[src/rtl/key_pkg.sv]
// key_pkg: types and constants shared by the key debounce front end.
//   key_st_e  - per-key debounce FSM states
//   pair_st_e - j/k pairing FSM states
//   SYNC_DEPTH - flops in each raw-key synchroniser
package key_pkg;
  localparam int SYNC_DEPTH = 2;

  typedef enum logic [1:0] {
    IDLE,
    PRESS_WAIT,
    PRESSED,
    RELEASE_WAIT
  } key_st_e;

  typedef enum logic [1:0] {
    P_IDLE,
    P_WAIT_J,
    P_WAIT_K
  } pair_st_e;
endpackage

[src/rtl/key_debounce.sv]
// key_debounce: one key's synchroniser, debounce counter and FSM.
//   clk, rst  - clock, synchronous active-high reset
//   key_i     - key, already polarity-corrected (1 = pressed), asynchronous
//   level_o   - debounced level (1 = pressed)
//   q_o       - one-cycle qualify event on a debounced press (none on release)
module key_debounce
  import key_pkg::*;
#(
  parameter int DEB_CYCLES = 1000000
) (
  input  logic clk,
  input  logic rst,
  input  logic key_i,
  output logic level_o,
  output logic q_o
);
  localparam int CW = $clog2(DEB_CYCLES + 1);
  localparam logic [CW-1:0] CNT_MAX = CW'(DEB_CYCLES);

  logic [SYNC_DEPTH-1:0] sync_q;
  logic                  key_s;
  key_st_e               st_q, st_d;
  logic [CW-1:0]         cnt_q, cnt_d, cnt_inc;
  logic                  level_q, level_d;
  logic                  q_q, q_d;

  // Clearing to 0 ("released") means a key held through reset shows up as a
  // fresh press once the synchroniser refills.
  always_ff @(posedge clk) begin
    if (rst) sync_q <= '0;
    else     sync_q <= {sync_q[SYNC_DEPTH-2:0], key_i};
  end

  assign key_s = sync_q[SYNC_DEPTH-1];

  // Saturating increment; never wraps back into a short count.
  assign cnt_inc = (cnt_q == CNT_MAX) ? cnt_q : cnt_q + CW'(1);

  always_ff @(posedge clk) begin
    if (rst) begin
      st_q    <= IDLE;
      cnt_q   <= '0;
      level_q <= 1'b0;
      q_q     <= 1'b0;
    end else begin
      st_q    <= st_d;
      cnt_q   <= cnt_d;
      level_q <= level_d;
      q_q     <= q_d;
    end
  end

  always_comb begin
    st_d    = st_q;
    cnt_d   = cnt_q;
    level_d = level_q;
    q_d     = 1'b0;
    case (st_q)
      IDLE: begin
        if (key_s) begin
          st_d  = PRESS_WAIT;
          cnt_d = CW'(1);
        end
      end
      PRESS_WAIT: begin
        if (!key_s) begin
          st_d  = IDLE;
          cnt_d = '0;
        end else begin
          cnt_d = cnt_inc;
          if (cnt_inc == CNT_MAX) begin
            st_d    = PRESSED;
            level_d = 1'b1;
            q_d     = 1'b1;
          end
        end
      end
      PRESSED: begin
        if (!key_s) begin
          st_d  = RELEASE_WAIT;
          cnt_d = CW'(1);
        end
      end
      RELEASE_WAIT: begin
        if (key_s) begin
          st_d  = PRESSED;
          cnt_d = '0;
        end else begin
          cnt_d = cnt_inc;
          if (cnt_inc == CNT_MAX) begin
            st_d    = IDLE;
            level_d = 1'b0;
          end
        end
      end
      default: begin
        st_d  = IDLE;
        cnt_d = '0;
      end
    endcase
  end

  assign level_o = level_q;
  assign q_o     = q_q;
endmodule

[src/rtl/key_jk_debounce.sv]
// key_jk_debounce: two raw push-buttons -> clean one-cycle j/k command pulses.
//   clk, rst             - clock, synchronous active-high reset
//   key_j_raw, key_k_raw - raw asynchronous buttons
//   j, k                 - registered one-cycle command pulses to the JK stage
//   j_level, k_level     - debounced key states (1 = pressed)
// A press on one key is held for up to PAIR_CYCLES cycles waiting for the
// other; if it arrives, j and k pulse together so the JK stage toggles.
module key_jk_debounce
  import key_pkg::*;
#(
  parameter int DEB_CYCLES     = 1000000,
  parameter int PAIR_CYCLES    = 16,
  parameter bit KEY_ACTIVE_LOW = 1'b1
) (
  input  logic clk,
  input  logic rst,
  input  logic key_j_raw,
  input  logic key_k_raw,
  output logic j,
  output logic k,
  output logic j_level,
  output logic k_level
);
  // Window counter width; kept at least 1 bit so PAIR_CYCLES=0 still elaborates.
  localparam int WW     = (PAIR_CYCLES > 0) ? $clog2(PAIR_CYCLES + 1) : 1;
  localparam int W_LAST = (PAIR_CYCLES > 0) ? PAIR_CYCLES - 1 : 0;

  // Index 0 = J, 1 = K.
  logic [1:0] key_act, lvl, qv;
  logic       q_j, q_k;

  assign key_act = KEY_ACTIVE_LOW ? ~{key_k_raw, key_j_raw} : {key_k_raw, key_j_raw};

  key_debounce #(.DEB_CYCLES(DEB_CYCLES)) u_key [1:0] (
    .clk     (clk),
    .rst     (rst),
    .key_i   (key_act),
    .level_o (lvl),
    .q_o     (qv)
  );

  assign q_j = qv[0];
  assign q_k = qv[1];

  pair_st_e      pst_q, pst_d;
  logic [WW-1:0] w_q, w_d;
  logic          j_q, j_d, k_q, k_d;

  always_ff @(posedge clk) begin
    if (rst) begin
      pst_q <= P_IDLE;
      w_q   <= '0;
      j_q   <= 1'b0;
      k_q   <= 1'b0;
    end else begin
      pst_q <= pst_d;
      w_q   <= w_d;
      j_q   <= j_d;
      k_q   <= k_d;
    end
  end

  always_comb begin
    pst_d = pst_q;
    w_d   = w_q;
    j_d   = 1'b0;
    k_d   = 1'b0;
    case (pst_q)
      P_IDLE: begin
        if (q_j && q_k) begin
          j_d = 1'b1;
          k_d = 1'b1;
        end else if (q_j) begin
          if (PAIR_CYCLES == 0) j_d = 1'b1;
          else begin
            pst_d = P_WAIT_J;
            w_d   = '0;
          end
        end else if (q_k) begin
          if (PAIR_CYCLES == 0) k_d = 1'b1;
          else begin
            pst_d = P_WAIT_K;
            w_d   = '0;
          end
        end
      end
      // A repeat q on the pending key is ignored; releasing it does not cancel.
      P_WAIT_J: begin
        if (q_k) begin
          j_d   = 1'b1;
          k_d   = 1'b1;
          pst_d = P_IDLE;
        end else if (w_q == WW'(W_LAST)) begin
          j_d   = 1'b1;
          pst_d = P_IDLE;
        end else begin
          w_d = w_q + WW'(1);
        end
      end
      P_WAIT_K: begin
        if (q_j) begin
          j_d   = 1'b1;
          k_d   = 1'b1;
          pst_d = P_IDLE;
        end else if (w_q == WW'(W_LAST)) begin
          k_d   = 1'b1;
          pst_d = P_IDLE;
        end else begin
          w_d = w_q + WW'(1);
        end
      end
      default: pst_d = P_IDLE;
    endcase
  end

  assign j       = j_q;
  assign k       = k_q;
  assign j_level = lvl[0];
  assign k_level = lvl[1];
endmodule

[config.mk]
export PLATFORM = sky130hd
export DESIGN_NAME = key_jk_debounce
export DESIGN_NICKNAME = d
export VERILOG_FILES = /design/src/rtl/key_pkg.sv /design/src/rtl/key_debounce.sv /design/src/rtl/key_jk_debounce.sv
export SDC_FILE = /design/constraint.sdc
export NUM_CORES = 1
export LEC_CHECK = 0
export CAP_MARGIN = 15
export CORE_MARGIN = 2
export CORE_UTILIZATION = 48
export CTS_CLUSTER_SIZE = 10
export DETAILED_ROUTE_END_ITERATION = 8
export DONT_BUFFER_PORTS = 1
export HOLD_SLACK_MARGIN = 0.05
export PLACE_DENSITY_LB_ADDON = 0.3
export SLEW_MARGIN = 40
export SYNTH_ARGS = -nofsm -noshare
export SYNTH_HDL_FRONTEND = slang
export SYNTH_SLANG_ARGS = --single-unit
[constraint.sdc]
create_clock -name clk -period 5.65 [get_ports clk]
set_input_delay 0.8475 -clock clk [delete_from_list [all_inputs] [get_ports clk]]
set_output_delay 0.8475 -clock clk [all_outputs]
set_load 0.02 [all_outputs]
== After elaboration in Yosys (flattened, before gate mapping) ==
Index checks and enable logic that the tools add are counted.

* Bits in registers: 61
* Output and inout bits: 4

* $add $sub $neg: 3
* Equality and inequality tests: 33
* Multiplexer cells: 60
* Bitwise gates (word level): 5
* Reductions and logical operators: 17

{| class="wikitable"
|+ Operator list
! kind !! number
|-
| 2-to-1 mux 20 bit || 10
|-
| case mux 20 bit (4 select lines) || 2
|-
| == test 20 bit (second input constant) || 4
|-
| adder 20 x 1 -> 20 bit (second input constant) || 2
|-
| 2-to-1 mux 2 bit || 18
|-
| 2-to-1 mux 5 bit || 6
|-
| 2-to-1 mux 1 bit || 16
|-
| != test 2 x 1 -> 1 bit (second input constant) || 8
|-
| case mux 2 bit (4 select lines) || 2
|-
| case mux 5 bit (3 select lines) || 1
|-
| AND reduction 5 bit || 3
|-
| != test 2 bit (second input constant) || 7
|-
| == test 2 bit (second input constant) || 5
|-
| != test 3 x 1 -> 1 bit (second input constant) || 3
|-
| AND reduction 4 bit || 2
|-
| == test 2 x 1 -> 1 bit (second input constant) || 3
|-
| logical NOT 2 bit || 3
|-
| != test 3 bit (second input constant) || 2
|-
| case mux 1 bit (3 select lines) || 2
|-
| case mux 2 bit (3 select lines) || 1
|-
| AND reduction 2 bit || 3
|-
| OR reduction 3 bit || 2
|-
| adder 5 x 1 -> 5 bit (second input constant) || 1
|-
| == test 5 x 4 -> 1 bit (second input constant) || 1
|-
| 6 further kinds || 11
|}

== Logic depth before layout (Yosys ltp) ==
* Word-level depth: 6
* Gate-level depth with buffers: 10
* Mapped depth without buffers: 9

== By module ==
From an unflattened synthesis, not the netlist that was laid out.

* Cells, all modules: 538
* Area total of the unflattened synthesis: 4,144.0 um^2

{| class="wikitable"
|+ Modules (own cells, without submodules)
! module !! times used !! cells an instance !! area an instance (um^2) !! seq. area each (um^2)
|-
| key_debounce || 2 || 234 || 1,759.2 || 520.5
|-
| key_jk_debounce || 1 || 70 || 625.6 || 180.2
|}

== Worst setup path after synthesis ==
OpenSTA, ideal clock, no wires.

* Path type: register to register
* From: reg u_key[0].cnt_q[1]
* To: reg u_key[0].level_q
* Setup time: 0.132 ns
* Arrival time: 2.248 ns
* Path slack: 3.270 ns
* Cell stages (with the launch flop): 10
* Path buffers: 1
* Clock period less this slack: 2.380 ns
* Cells stage by stage: dfxtp_1 -> ha_1 -> buf_2 -> and2_1 -> nand4_2 -> or4_1 -> a221oi_1 -> nand4_1 -> mux2i_1 -> a21oi_1

* Word-level cells in the longest chain between the ends: 5
* Elaborated cells between the ends (all ways): 7

{| class="wikitable"
|+ Ends and longest elaborated chain
! item !! line !! text
|-
| from (decl) || key_debounce.sv:23 || <nowiki>logic [CW-1:0] cnt_q, cnt_d, cnt_inc;</nowiki>
|-
| from (signal assigned) || key_debounce.sv:47 || <nowiki>cnt_q <= cnt_d;</nowiki>
|-
| adder 20 x 1 -> 20 bit / == test 20 bit (equally long branches) || key_debounce.sv:37 || <nowiki>assign cnt_inc = (cnt_q == CNT_MAX) ? cnt_q : cnt_q + CW'(1);</nowiki>
|-
| 2-to-1 mux 20 bit (*) || key_debounce.sv:37 ||
|-
| == test 20 bit (*) || key_debounce.sv:71, key_debounce.sv:90 ||
|-
| != test 2 x 1 -> 1 bit (no source line) || n/a ||
|-
| AND reduction 5 bit (no source line) (*) || n/a ||
|-
| to (signal assigned) || key_debounce.sv:48 || <nowiki>level_q <= level_d;</nowiki>
|-
| to (decl) || key_debounce.sv:24 || <nowiki>logic level_q, level_d;</nowiki>
|}

Every way passes the cells marked *; elsewhere a longest branch is shown, timed or not.
A chain may end at the register's enable or synchronous reset.

== Worst setup path after layout ==
Same ends and word-level chain as after synthesis.

==> results.sh <==
export IMPL_drive_above_1_share_pct=5.67
export IMPL_timing_rr_end="u_key[0].level_o"
export IMPL_clock_sinks=61
export IMPL_leakage_nw=1.32
export IMPL_setup_viol=0
export IMPL_cts_max_level=3
export IMPL_power_density_mw_per_mm2=228
export IMPL_regToRegSetupSlack_ns=2.90
export IMPL_cts_resized=0
export IMPL_initialDrtViolationCount=204
export IMPL_cp_end_kind="register"
export IMPL_synth_cells=496
export IMPL_area_delta_synth_final_pct=5.29
export IMPL_grt_ovfl_total=0
export IMPL_fp_dieH_um=92.8
export IMPL_p_comb_share_pct=2.7
export IMPL_reg2reg_depth=8
export IMPL_gp_congestion=0.905
export IMPL_portBuffers=0
export IMPL_synth_edf_count=0
export IMPL_drcViolationCount=0
export IMPL_hold_viol_final=0
export IMPL_maxSlewHeadroom_pct=53.7
export IMPL_ys_async_sr_fraction_pct=0
export IMPL_fin_setup_tns_ns=0
export IMPL_min_to="u_key[1].sync_q[1]"
export IMPL_hold_start="u_key[1].sync_q[0]"
export IMPL_cp_arrival_ns=2.98
export IMPL_hold_class="reg -> reg"
export IMPL_clockBufferDepth=2
export IMPL_cts_root_buf="clkbuf_8"
export IMPL_status="complete, no violations"
export IMPL_layout_min_cycle_time_ns=2.75
export IMPL_path_clk_slew_ns=0.07
export IMPL_seq_area_frac_synth_pct=32.2
export IMPL_drv_slew=0
export IMPL_fmax_mhz=364
export IMPL_crit_chain="ha_1 > and2_1 > nand4_2 > or4_1 > a221oi_1 > nand4_1 > mux2i_1 > a21oi_1"
export IMPL_yosysUniqueCellTypes=60
export IMPL_final_nets=485
export IMPL_avgViaCountPerCell=6.27
export IMPL_post_drt_wl_per_cell_um=15.2
export IMPL_worstMarginPinSlew_ns=0.695
export IMPL_fill_cells=759
export IMPL_worstSetupStartpointType="register"
export IMPL_hpwl_um=6030
export IMPL_core_area_mm2=0.00769
export IMPL_p_switching_uw=203
export IMPL_syn_area_per_cell_um2=7.64
export IMPL_swShare_pct=22.4
export IMPL_postCtsSetupBuffers=0
export IMPL_max_stage_delay_ns=0.53
export IMPL_critPathTopFamily="simple AND/OR/NAND/NOR gates"
export IMPL_cts_tree="yes"
export IMPL_peakVddDrop_uv=160
export IMPL_finalPower_uw=909
export IMPL_clock_latency_ns=0.34
export IMPL_power_frac_clock_pct=48.8
export IMPL_yosys_warnings=0
export IMPL_worstPathRequired_ns=5.88
export IMPL_cts_inserted_buffers=9
export IMPL_crit_fanout=8
export IMPL_synthesis_nets=510
export IMPL_vias=3623
export IMPL_intPower_uw=705
export IMPL_hold_depth=1
export IMPL_die_area_mm2=0.00862
export IMPL_track_usage_pct=21.5
export IMPL_finalCritPeriodShare_pct=48.7
export IMPL_insertedDiodeCount=0
export IMPL_ant_nets=0
export IMPL_path_buf_inv=0
export IMPL_routed_wl_um=8790
export IMPL_crit_type="reg -> reg"
export IMPL_grt_pass1_vias=3366
export IMPL_ios=8
export IMPL_power_share_sequential_pct=48.5
export IMPL_grt_antenna_before_repair=0
export IMPL_timing_rr_start="u_key[0].cnt_q[1]"
export IMPL_grt_max_degree=62
export IMPL_ys_ff_latch=61
export IMPL_rsz0062_at_grt="false"
export IMPL_firstDrtPassIters=6
export IMPL_rows=32
export IMPL_netlist_area_mm2=0.00379
export IMPL_crit_slowest_cell="or4_1"
export IMPL_synthFlopType="dfxtp_1"
export IMPL_maxCapViolations=0
export IMPL_start_util_pct=49.3
export IMPL_dieWidth_um=92.8
export IMPL_skew_ns=0.0123
export IMPL_grt_pass1_wl_um=15300
export IMPL_cts_hold_buf=0
## area by class of cell
type                            instances  area (um2)  share of cell area [%]
Clock inverter                          5        83.8                    2.10
Tap cell                              102         128                    3.20
Clock buffer                           11         141                    3.55
Multi-Input combinational cell        384        2360                    59.1
Inverter                               15        56.3                    1.41
Sequential cell                        61        1220                    30.6
## worst max-delay path by stage
stage | startpoint | endpoint | slack (ns) | cells past startpoint
finish | u_key[0].cnt_q[1] | u_key[0].level_o | 2.90 | 8
detailed placement | u_key[0].cnt_q[1] | u_key[0].level_o | 2.96 | 8
global route | u_key[1].cnt_q[0] | u_key[1].level_o | 2.64 | 8
CTS | u_key[1].cnt_q[0] | u_key[1].level_o | 2.95 | 8
global placement | u_key[0].cnt_q[1] | u_key[0].level_o | 3.04 | 8
floorplan | u_key[0].cnt_q[1] | u_key[0].level_o | 3.27 | 9
## power groups by stage
| stage | Combinational, mW | Sequential, mW | Clock, mW |
|---|---|---|---|
| 2_1_floorplan | 0.0269 | 0.448 | 0 |
| 4_1_cts | 0.0252 | 0.441 | 0.451 |
| 3_5_place_dp | 0.0250 | 0.451 | 0 |
| 6_report | 0.0249 | 0.441 | 0.443 |
| 5_1_grt | 0.0290 | 0.441 | 0.467 |
| 3_3_place_gp | 0.0247 | 0.450 | 0 |
## registers in the layout, summed over array words and instances (netlist names), named ones only
| name | cells |
|---|---|
| pst_q | 2 |
| u_key.sync_q | 4 |
| k | 1 |
| u_key.cnt_q | 40 |
| w_q | 5 |
| u_key.st_q | 2 |
| u_key.q_o | 2 |
| j | 1 |
| u_key.level_o | 2 |
## layer usage
| layer | global-route usage [%] | up-vias | part of all wire (%) | routed length [um] |
|---|---|---|---|---|
| met1 | 26.8 | 1733 | 45 | 3970 |
| met2 | 36.1 | 94 | 48 | 4240 |
| li1 | - | 1779 | - | - |
| met3 | 4.23 | 17 | 4.6 | 404 |
| met4 | 9.07 | 0 | 1.9 | 165 |
| met5 | 0 | - | 0 | 0 |
## cell families after synthesis
kind of cell             synth area share [%]
buffers and inverters                    5.52
adder cells (fa/ha/maj)                  3.30
multiplexers                             1.85
AO/OA/AOI/OAI                            22.5
AND/OR/NAND/NOR                          31.6
flip-flops                               32.2
XOR/XNOR                                 3.01
## metrics by stage
stage               hold WS, ns  std cells  area (um2)  util [%]  setup slack, ns
floorplan                 0.414        496        3790         -             3.27
global placement          0.439        562        3760      48.9             3.04
detailed placement        0.436        562        3760      48.9             2.96
CTS                       0.446        578        3990      51.9             2.95
global route              0.470        578        3990      51.9             2.64
finish                    0.448        578        3990      51.9             2.90
## cells in the final DEF (no fill, tap or decap), drive strengths merged, types with 7 or more instances in the layout
| cell type | n |
|---|---|
| nor2b | 7 |
| nand4 | 16 |
| and3 | 8 |
| nor3 | 11 |
| o21ai | 32 |
| ha | 10 |
| nand2 | 39 |
| a31oi | 9 |
| nor4 | 9 |
| nand3 | 20 |
| mux2i | 7 |
| a211oi | 9 |
| nor2 | 62 |
| clkbuf | 11 |
| a21oi | 41 |
| inv | 15 |
| dfxtp | 61 |
| or3 | 10 |
| a311oi | 12 |
| xnor2 | 7 |
## cells in the mapped netlist, types with 11 or more instances
cell | number | area share (%)
a21oi_1 | 41 | 5.4
a311oi_1 | 12 | 2.8
buf_2 | 11 | 1.5
clkbuf_1 | 24 | 2.4
dfxtp_1 | 61 | 32
inv_1 | 15 | 1.5
nand2_1 | 39 | 3.9
nand3_1 | 19 | 2.5
nand4_1 | 14 | 2.3
nor2_1 | 62 | 6.1
nor3_1 | 11 | 1.5
o21ai_0 | 32 | 4.2
Note: power is estimated with default switching activity, not from simulation.
